**src/rtl/alu_ctrl_pkg.sv**
```systemverilog
// Shared types and constants for the ALU issue sequencer: FSM state encoding,
// ALU function codes and the 24-bit instruction word layout.
package alu_ctrl_pkg;

  typedef enum logic [2:0] {
    S_IDLE  = 3'd0,
    S_FETCH = 3'd1,
    S_ISSUE = 3'd2,
    S_DRAIN = 3'd3,
    S_DONE  = 3'd4
  } state_e;

  localparam logic [3:0] FUNC_ADD  = 4'h0;
  localparam logic [3:0] FUNC_SUB  = 4'h1;
  localparam logic [3:0] FUNC_AND  = 4'h2;
  localparam logic [3:0] FUNC_OR   = 4'h3;
  localparam logic [3:0] FUNC_XOR  = 4'h4;
  localparam logic [3:0] FUNC_SLL  = 4'h5;
  localparam logic [3:0] FUNC_SRL  = 4'h6;
  localparam logic [3:0] FUNC_SRA  = 4'h7;
  localparam logic [3:0] FUNC_SLT  = 4'h8;
  localparam logic [3:0] FUNC_SLTU = 4'h9;
  localparam logic [3:0] FUNC_MUL  = 4'hA;
  localparam logic [3:0] FUNC_PASS = 4'hB;
  localparam logic [3:0] FUNC_HALT = 4'hF;

  localparam int INSTR_W  = 24;
  localparam int REG_W    = 4;
  localparam int FUNC_W   = 4;
  localparam int ADDR_W   = 8;
  localparam int FUNC_LSB = 20;
  localparam int RD_LSB   = 16;
  localparam int RS1_LSB  = 12;
  localparam int RS2_LSB  = 8;
  localparam int ADDR_LSB = 0;

  typedef struct packed {
    logic [FUNC_W-1:0] func;
    logic [REG_W-1:0]  rd;
    logic [REG_W-1:0]  rs1;
    logic [REG_W-1:0]  rs2;
    logic [ADDR_W-1:0] addr;
  } instr_t;

  function automatic instr_t decode(input logic [INSTR_W-1:0] w);
    instr_t r;
    r.func = w[FUNC_LSB +: FUNC_W];
    r.rd   = w[RD_LSB   +: REG_W];
    r.rs1  = w[RS1_LSB  +: REG_W];
    r.rs2  = w[RS2_LSB  +: REG_W];
    r.addr = w[ADDR_LSB +: ADDR_W];
    return r;
  endfunction

endpackage

```
**src/rtl/alu_issue_ctrl_if.sv**
```systemverilog
// Instruction-ROM fetch bus plus the issue bus towards the ALU pipeline front end.
interface alu_issue_ctrl_if #(
  parameter int IAW = 4
);
  logic [IAW-1:0] imem_addr;
  logic [23:0]    imem_data;
  logic [3:0]     rs1;
  logic [3:0]     rs2;
  logic [3:0]     rd;
  logic [3:0]     func;
  logic [7:0]     addr;
  logic           issue_valid;

  modport master (
    output imem_addr, rs1, rs2, rd, func, addr, issue_valid,
    input  imem_data
  );

  modport slave (
    input  imem_addr, rs1, rs2, rd, func, addr, issue_valid,
    output imem_data
  );
endinterface

```
**src/rtl/alu_scoreboard.sv**
```systemverilog
// RAW hazard scoreboard: WB_LAT-deep shift register of {valid,rd} for in-flight writes.
module alu_scoreboard #(
  parameter int WB_LAT = 3
) (
  input  logic       clk_i,
  input  logic       rst_i,
  input  logic       push_i,
  input  logic [3:0] push_rd_i,
  input  logic [3:0] rs1_i,
  input  logic [3:0] rs2_i,
  output logic       hazard_o,
  output logic       empty_o
);

  logic [WB_LAT-1:0] vld_q;
  logic [3:0]        rd_q [WB_LAT];

  // Entries age by one slot every cycle; a new write enters at slot 0 as the oldest leaves.
  always_ff @(posedge clk_i) begin
    if (rst_i) begin
      vld_q <= '0;
      for (int i = 0; i < WB_LAT; i++) begin
        rd_q[i] <= 4'd0;
      end
    end else begin
      vld_q   <= {vld_q[WB_LAT-2:0], push_i};
      rd_q[0] <= push_rd_i;
      for (int i = 1; i < WB_LAT; i++) begin
        rd_q[i] <= rd_q[i-1];
      end
    end
  end

  // Both source operands are always compared, whether or not the function reads them.
  always_comb begin
    hazard_o = 1'b0;
    empty_o  = 1'b1;
    for (int i = 0; i < WB_LAT; i++) begin
      if (vld_q[i]) begin
        empty_o = 1'b0;
        if ((rd_q[i] == rs1_i) || (rd_q[i] == rs2_i)) begin
          hazard_o = 1'b1;
        end else begin
          hazard_o = hazard_o;
        end
      end else begin
        empty_o = empty_o;
      end
    end
  end

endmodule

```
**src/rtl/alu_issue_ctrl.sv**
```systemverilog
// Fetch/decode/issue sequencer for the 4-stage ALU pipeline with RAW stall scoreboard.
// Optional feature: define ALU_PERF_CNT_EN to add issue/stall performance counters.
module alu_issue_ctrl
  import alu_ctrl_pkg::*;
#(
  parameter int IAW    = 4,
  parameter int WB_LAT = 3
) (
  input  logic             clk_i,
  input  logic             rst_i,
  input  logic             start_i,
  input  logic [IAW:0]     prog_len_i,
  alu_issue_ctrl_if.master bus,
  output logic             busy_o,
`ifdef ALU_PERF_CNT_EN
  output logic [15:0]      issue_cnt_o,
  output logic [15:0]      stall_cnt_o,
`endif
  output logic             done_o
);

  state_e       state_q, state_d;
  logic [IAW:0] pc_q, pc_d;
  logic [IAW:0] len_q, len_d;
  logic [IAW:0] pc_inc_s;
  logic         busy_q, busy_d;
  logic         done_q, done_d;
  logic         valid_q, valid_d;
  instr_t       out_q, out_d;
  instr_t       instr_s;
  logic         push_s;
  logic         stall_s;
  logic         clr_cnt_s;
  logic         hazard_s;
  logic         empty_s;

  assign instr_s  = decode(bus.imem_data);
  assign pc_inc_s = pc_q + {{IAW{1'b0}}, 1'b1};

  alu_scoreboard #(
    .WB_LAT (WB_LAT)
  ) u_sb (
    .clk_i     (clk_i),
    .rst_i     (rst_i),
    .push_i    (push_s),
    .push_rd_i (instr_s.rd),
    .rs1_i     (instr_s.rs1),
    .rs2_i     (instr_s.rs2),
    .hazard_o  (hazard_s),
    .empty_o   (empty_s)
  );

  // Next-state and next-output logic for the sequencer.
  always_comb begin
    state_d   = state_q;
    pc_d      = pc_q;
    len_d     = len_q;
    busy_d    = busy_q;
    done_d    = 1'b0;
    valid_d   = 1'b0;
    out_d     = out_q;
    push_s    = 1'b0;
    stall_s   = 1'b0;
    clr_cnt_s = 1'b0;
    case (state_q)
      S_IDLE: begin
        if (start_i) begin
          clr_cnt_s = 1'b1;
          busy_d    = 1'b1;
          pc_d      = '0;
          len_d     = prog_len_i;
          if (prog_len_i != '0) begin
            state_d = S_FETCH;
          end else begin
            state_d = S_DONE;
            done_d  = 1'b1;
          end
        end else begin
          state_d = S_IDLE;
        end
      end
      S_FETCH: begin
        state_d = S_ISSUE;
      end
      S_ISSUE: begin
        if (instr_s.func == FUNC_HALT) begin
          state_d = S_DRAIN;
        end else if (hazard_s) begin
          stall_s = 1'b1;
        end else begin
          push_s  = 1'b1;
          valid_d = 1'b1;
          out_d   = instr_s;
          pc_d    = pc_inc_s;
          // pc is one bit wider than the ROM address, so N = 2**IAW ends without wrapping.
          if (pc_inc_s == len_q) begin
            state_d = S_DRAIN;
          end else begin
            state_d = S_FETCH;
          end
        end
      end
      S_DRAIN: begin
        if (empty_s) begin
          state_d = S_DONE;
          done_d  = 1'b1;
        end else begin
          state_d = S_DRAIN;
        end
      end
      S_DONE: begin
        state_d = S_IDLE;
        busy_d  = 1'b0;
      end
      default: begin
        state_d = S_IDLE;
        busy_d  = 1'b0;
      end
    endcase
  end

  // State and registered outputs.
  always_ff @(posedge clk_i) begin
    if (rst_i) begin
      state_q <= S_IDLE;
      pc_q    <= '0;
      len_q   <= '0;
      busy_q  <= 1'b0;
      done_q  <= 1'b0;
      valid_q <= 1'b0;
      out_q   <= '0;
    end else begin
      state_q <= state_d;
      pc_q    <= pc_d;
      len_q   <= len_d;
      busy_q  <= busy_d;
      done_q  <= done_d;
      valid_q <= valid_d;
      out_q   <= out_d;
    end
  end

  assign bus.imem_addr   = pc_q[IAW-1:0];
  assign bus.rs1         = out_q.rs1;
  assign bus.rs2         = out_q.rs2;
  assign bus.rd          = out_q.rd;
  assign bus.func        = out_q.func;
  assign bus.addr        = out_q.addr;
  assign bus.issue_valid = valid_q;
  assign busy_o          = busy_q;
  assign done_o          = done_q;

`ifdef ALU_PERF_CNT_EN
  logic [15:0] issue_cnt_q;
  logic [15:0] stall_cnt_q;

  // Saturating counters, restarted on every accepted start.
  always_ff @(posedge clk_i) begin
    if (rst_i || clr_cnt_s) begin
      issue_cnt_q <= 16'h0000;
      stall_cnt_q <= 16'h0000;
    end else begin
      if (push_s && (issue_cnt_q != 16'hFFFF)) begin
        issue_cnt_q <= issue_cnt_q + 16'h0001;
      end
      if (stall_s && (stall_cnt_q != 16'hFFFF)) begin
        stall_cnt_q <= stall_cnt_q + 16'h0001;
      end
    end
  end

  assign issue_cnt_o = issue_cnt_q;
  assign stall_cnt_o = stall_cnt_q;
`else
  logic unused_perf_s;
  assign unused_perf_s = ^{clr_cnt_s, stall_s};
`endif

endmodule

```
**src/flat_wrapper.sv**
```systemverilog
// flat-port wrapper written by rule: the top's interface ports become plain ports
module alu_issue_ctrl_flat import alu_ctrl_pkg::*;
#(
  parameter int IAW    = 4,
  parameter int WB_LAT = 3
)
  (clk_i, rst_i, start_i, prog_len_i, busy_o, done_o, bus_imem_addr, bus_rs1, bus_rs2, bus_rd, bus_func, bus_addr, bus_issue_valid, bus_imem_data);
  alu_issue_ctrl_if #(.IAW(IAW)) bus_i ();
  input  logic clk_i;
  input  logic rst_i;
  input  logic start_i;
  input  logic [IAW:0] prog_len_i;
  output logic busy_o;
  output logic done_o;
  output wire logic [$bits(bus_i.imem_addr)-1:0] bus_imem_addr;
  output wire logic [$bits(bus_i.rs1)-1:0] bus_rs1;
  output wire logic [$bits(bus_i.rs2)-1:0] bus_rs2;
  output wire logic [$bits(bus_i.rd)-1:0] bus_rd;
  output wire logic [$bits(bus_i.func)-1:0] bus_func;
  output wire logic [$bits(bus_i.addr)-1:0] bus_addr;
  output wire logic [$bits(bus_i.issue_valid)-1:0] bus_issue_valid;
  input wire logic [$bits(bus_i.imem_data)-1:0] bus_imem_data;
  assign bus_imem_addr = bus_i.imem_addr;
  assign bus_rs1 = bus_i.rs1;
  assign bus_rs2 = bus_i.rs2;
  assign bus_rd = bus_i.rd;
  assign bus_func = bus_i.func;
  assign bus_addr = bus_i.addr;
  assign bus_issue_valid = bus_i.issue_valid;
  assign bus_i.imem_data = bus_imem_data;
  alu_issue_ctrl #(.IAW(IAW), .WB_LAT(WB_LAT)) u_core (.clk_i(clk_i), .rst_i(rst_i), .start_i(start_i), .prog_len_i(prog_len_i), .bus(bus_i), .busy_o(busy_o), .done_o(done_o));
endmodule
```
**config.mk**
```make
export PLATFORM = sky130hd
export DESIGN_NAME = alu_issue_ctrl_flat
export DESIGN_NICKNAME = d
export VERILOG_FILES = /design/src/rtl/alu_ctrl_pkg.sv /design/src/rtl/alu_issue_ctrl_if.sv /design/src/rtl/alu_scoreboard.sv /design/src/rtl/alu_issue_ctrl.sv /design/src/flat_wrapper.sv
export SDC_FILE = /design/constraint.sdc
export NUM_CORES = 1
export LEC_CHECK = 0
export ABC_AREA = 0
export BUFFER_PORTS_ARGS = -buffer_cell sky130_fd_sc_hd__buf_2
export CORE_ASPECT_RATIO = 1.1
export CORE_MARGIN = 5
export CORE_UTILIZATION = 47
export CTS_BUF_LIST = sky130_fd_sc_hd__clkbuf_8 sky130_fd_sc_hd__clkbuf_16
export DETAILED_ROUTE_END_ITERATION = 10
export PLACE_DENSITY_LB_ADDON = 0.08
export SYNTH_ARGS = -nofsm -noshare
export SYNTH_HDL_FRONTEND = slang
export SYNTH_HIERARCHICAL = 1
export SYNTH_SLANG_ARGS = --single-unit
export TNS_END_PERCENT = 30
```
**constraint.sdc**
```tcl
create_clock -name clk_i -period 1.8 [get_ports clk_i]
set_input_delay 0.18 -clock clk_i [delete_from_list [all_inputs] [get_ports clk_i]]
set_output_delay 0.18 -clock clk_i [all_outputs]
set_load 0.02 [all_outputs]
```
==> results.cfg <==
[global_routing]
grt_use_total = 0.169
grt_pass1_wl_mm = 9.17
grt_antenna_before_repair = 0
grt_max_degree = 51
via_count_of_the_first_global_routing_pass = 1942
grt-ovfl-total = 0

[worst_setup_path]
critPathMaxFanout = 12
timing.rr.start = u_core/u_sb/rd_q[0][11]
cpPeakStageDelay_ns = 0.37
critical_path.startpoint = u_core/u_sb/rd_q[0][11]
timing.reg2reg.setup_slack_ns = -0.07
cp_data_required_time_ns = 1.97
reg2regPathDepth = 9
critical_path.endpoint_type = register
endpoint = u_core/bus.func[0]
crit_slowest_cell = dfxtp_2
critical_path.startpoint_type = register
worst-setup-path-type = register to register
worstReg2RegEnd = u_core/bus.func[0]
worst-endpoint-arrival_ns = 2.04
cp_cell_sequence = xor2_1 -> nor4_1 -> o21ai_1 -> nand3_1 -> a41o_1 -> or2_4 -> buf_6 -> nand2_1 -> a21oi_1

[logic_synthesis]
synth_xor_area_frac = 0.108
postSynthRegisterBits = 55
combinational_family_with_the_most_area_after_synthesis = simple AND/OR/NAND/NOR gates
synthesized_cell_area_um2 = 2340
yosysSeqAreaShare = 0.470
syn-instance-count = 269
synth_fa_ha_area_frac = 0.00534
post_synthesis_share_of_cell_area_spent_on_and_or_nand_and_nor_gates = 0.231
edff_count_synth = 0
synthMuxAreaShare = 0.0213
synth_compound_gate_area_share = 0.118
top_reg_cell_synth = dfxtp_1
synthArstFlopShare = 0
synth_cell_type_count = 38
synthesis.nets = 302
synthesis.yosys.warnings = 6
avgSynthCellArea_um2 = 8.72

[routing]
wl_cell_um = 13.8
dr.pass1.iters = 4
drt_iter0_markers = 66
detail_route_antenna_nets = 0
vias_per_cell = 5.01
route.detailed.drc = 0
dr_total_vias = 1984
totalWireLength_mm = 5.47

[outcome]
violations = negative setup slack
status = finished with violations

[worst_hold_path]
whs_path_depth = 2
hold_path.class = input pin to register

[floorplan]
dieHeight_um = 84.1
area_inside_the_core_boundary_um2 = 4930
initial_utilization = 0.475
die-area_um2 = 6500
pin_count = 63
num_rows = 27
die_outline_width_um = 77.3

[placement]
place.detailed.instances = 388
post_dp_cell_area_um2 = 2760
gp_congestion = 0.899
numPortBuffers = 62
dp_hpwl_mm = 3.87
placement.setup.worst_slack_ns = -0.145

[cts]
clk_transition_reported_paths_ns = 0.09
cts.root.buffer_cell = clkbuf_8
ctsHtreeMaxLevel = 2
clkLatencyLatePin_ns = 0.30
clock_tree_from_tritoncts = done
numClockSinks = 55
cts_buffer_depth = 2
ctsHoldBuffers = 0
cts_buffers = 5
post-cts-setup-buffers = 0

[sta]
final_max_slew_viol_count = 0
final_setup_violation_count = 28
tightestPinTransition_ns = 0.502
tns_ns = -1.61
grt_setup_unrepaired = yes
shortest_period_the_worst_path_allows_ns = 1.87
timing.final.hold_violations = 0
post-route-worst-setup-slack_ns = -0.0744
final.setup_skew_ns = 0.00365
final.period_utilization = 1.04
max_clock_freq_mhz = 533
relSlewSlack = 0.666

[cells_and_area]
finish.instance_area_um2 = 2920
most_used_cells_in_the_layout_excluding_fill_and_tap_cells = 62 x buf_2, 53 x nand2_1, 43 x dfxtp_1, 32 x a21oi_1, 22 x xor2_1
layoutNonFillerInstCount = 396
layout_commonest_cell = buf_2
post_route_cells_drive_above_1_share = 0.325
num_antenna_cells = 0
num-nets-final = 371
flow.area_growth_from_synthesis_pct = 24.7

[pwr]
power.ir.vdd_worst_v = 0.000466
p_per_area_nw_per_um2 = 755
leakagePower_nw = 1.29

[job]
cap_violations = 0
## metrics by stage
step | power [W] | hold WS [ns] | utilization
floorplan | 0.00145 | 0.244 | -
global route | 0.00232 | 0.101 | 0.593
CTS | 0.00222 | 0.0975 | 0.581
detailed placement | 0.00155 | 0.415 | 0.559
global placement | 0.00155 | 0.414 | 0.559
finish | 0.00221 | 0.103 | 0.593
## worst min-delay path by stage
| stage | from | endpoint | slack [ns] |
|---|---|---|---|
| final | bus_imem_data[16] | u_core/u_sb/rd_q[0][0] | 0.10 |
| after global routing | bus_imem_data[16] | u_core/u_sb/rd_q[0][0] | 0.10 |
| after CTS | bus_imem_data[16] | u_core/u_sb/rd_q[0][0] | 0.1 |
| after detailed placement | bus_imem_data[16] | u_core/u_sb/rd_q[0][0] | 0.42 |
| after global placement | bus_imem_data[17] | u_core/u_sb/rd_q[0][1] | 0.41 |
| after floorplan | rst_i | u_core/u_sb/rd_q[0][0] | 0.24 |
## state kept, by name, indices dropped and copies added, names as in the netlist
name	count
u_core/bus.issue_valid	1
u_core/bus.addr	8
u_core/busy_o	1
u_core/bus.rd	4
u_core/bus.rs2	4
u_core/len_q	5
u_core/u_sb/rd_q	12
u_core/pc_q	5
u_core/state_q	3
u_core/bus.rs1	4
u_core/done_o	1
u_core/u_sb/vld_q	3
u_core/bus.func	4
## metal layers
layer  GRT usage  part of all wire  up-vias
met4      0.0422             0.011        0
li1            -                 -     1029
met2       0.254              0.45       51
met5           0                 0        -
met1       0.245              0.48      899
met3      0.0367             0.056        5
## timing repair
action,4_1_cts,5_1_grt
setup endpoints to repair,29,31
cloned,1,0
gates resized for setup,6,13
endpoints found under the hold margin,0,0
pin swaps,2,6
## power breakdown
part	internal (W)	switching [W]	leakage [nW]
Combinational	0.000117	0.000143	0.796
Clock	0.000303	0.000369	0.0470
Sequential	0.00125	0.0000244	0.452
## cells in the mapped netlist, types with 2 or more instances
cell type	count	area (µm²)
and2_1	2	12.5
nor2_1	14	52.6
xor2_1	26	228
nand3_1	6	30.0
buf_4	4	30.0
mux2i_1	5	50.1
dfxtp_1	55	1100
nand3b_1	2	15.0
nor2b_1	15	93.8
xnor2_1	3	26.3
buf_6	3	33.8
a21oi_1	32	160
clkbuf_1	8	30.0
nor4_1	6	37.5
o21a_1	2	15.0
nand2_1	53	199
o21ai_0	8	40.0
nor3_1	5	25.0
## worst max-delay path: cells and delay by family, from the launching register on
| kind | cells | cell delay, ns |
|---|---|---|
| simple gates | 4 | 0.57 |
| buf+inv | 1 | 0.16 |
| compound gates | 3 | 0.45 |
| xor+xnor | 1 | 0.19 |
| flops | 1 | 0.37 |
## logic make-up after synthesis
kind of cell / count (synthesis)
buf+inv: 18
flops: 55
mux: 5
simple gates: 111
compound gates: 50
fa+ha+maj: 1
xor+xnor: 29
## cell type report
class	instances	area, µm²
Timing Repair Buffer	77	430
Timing Repair inverter	1	8.76
Fill cell	469	2010
Sequential cell	55	1120
Clock inverter	1	5.00
Multi-Input combinational cell	196	1190
Clock buffer	6	82.6
Inverter	2	12.5
Tap cell	58	72.6
No activity file was read; power rests on OpenSTA's default activity.
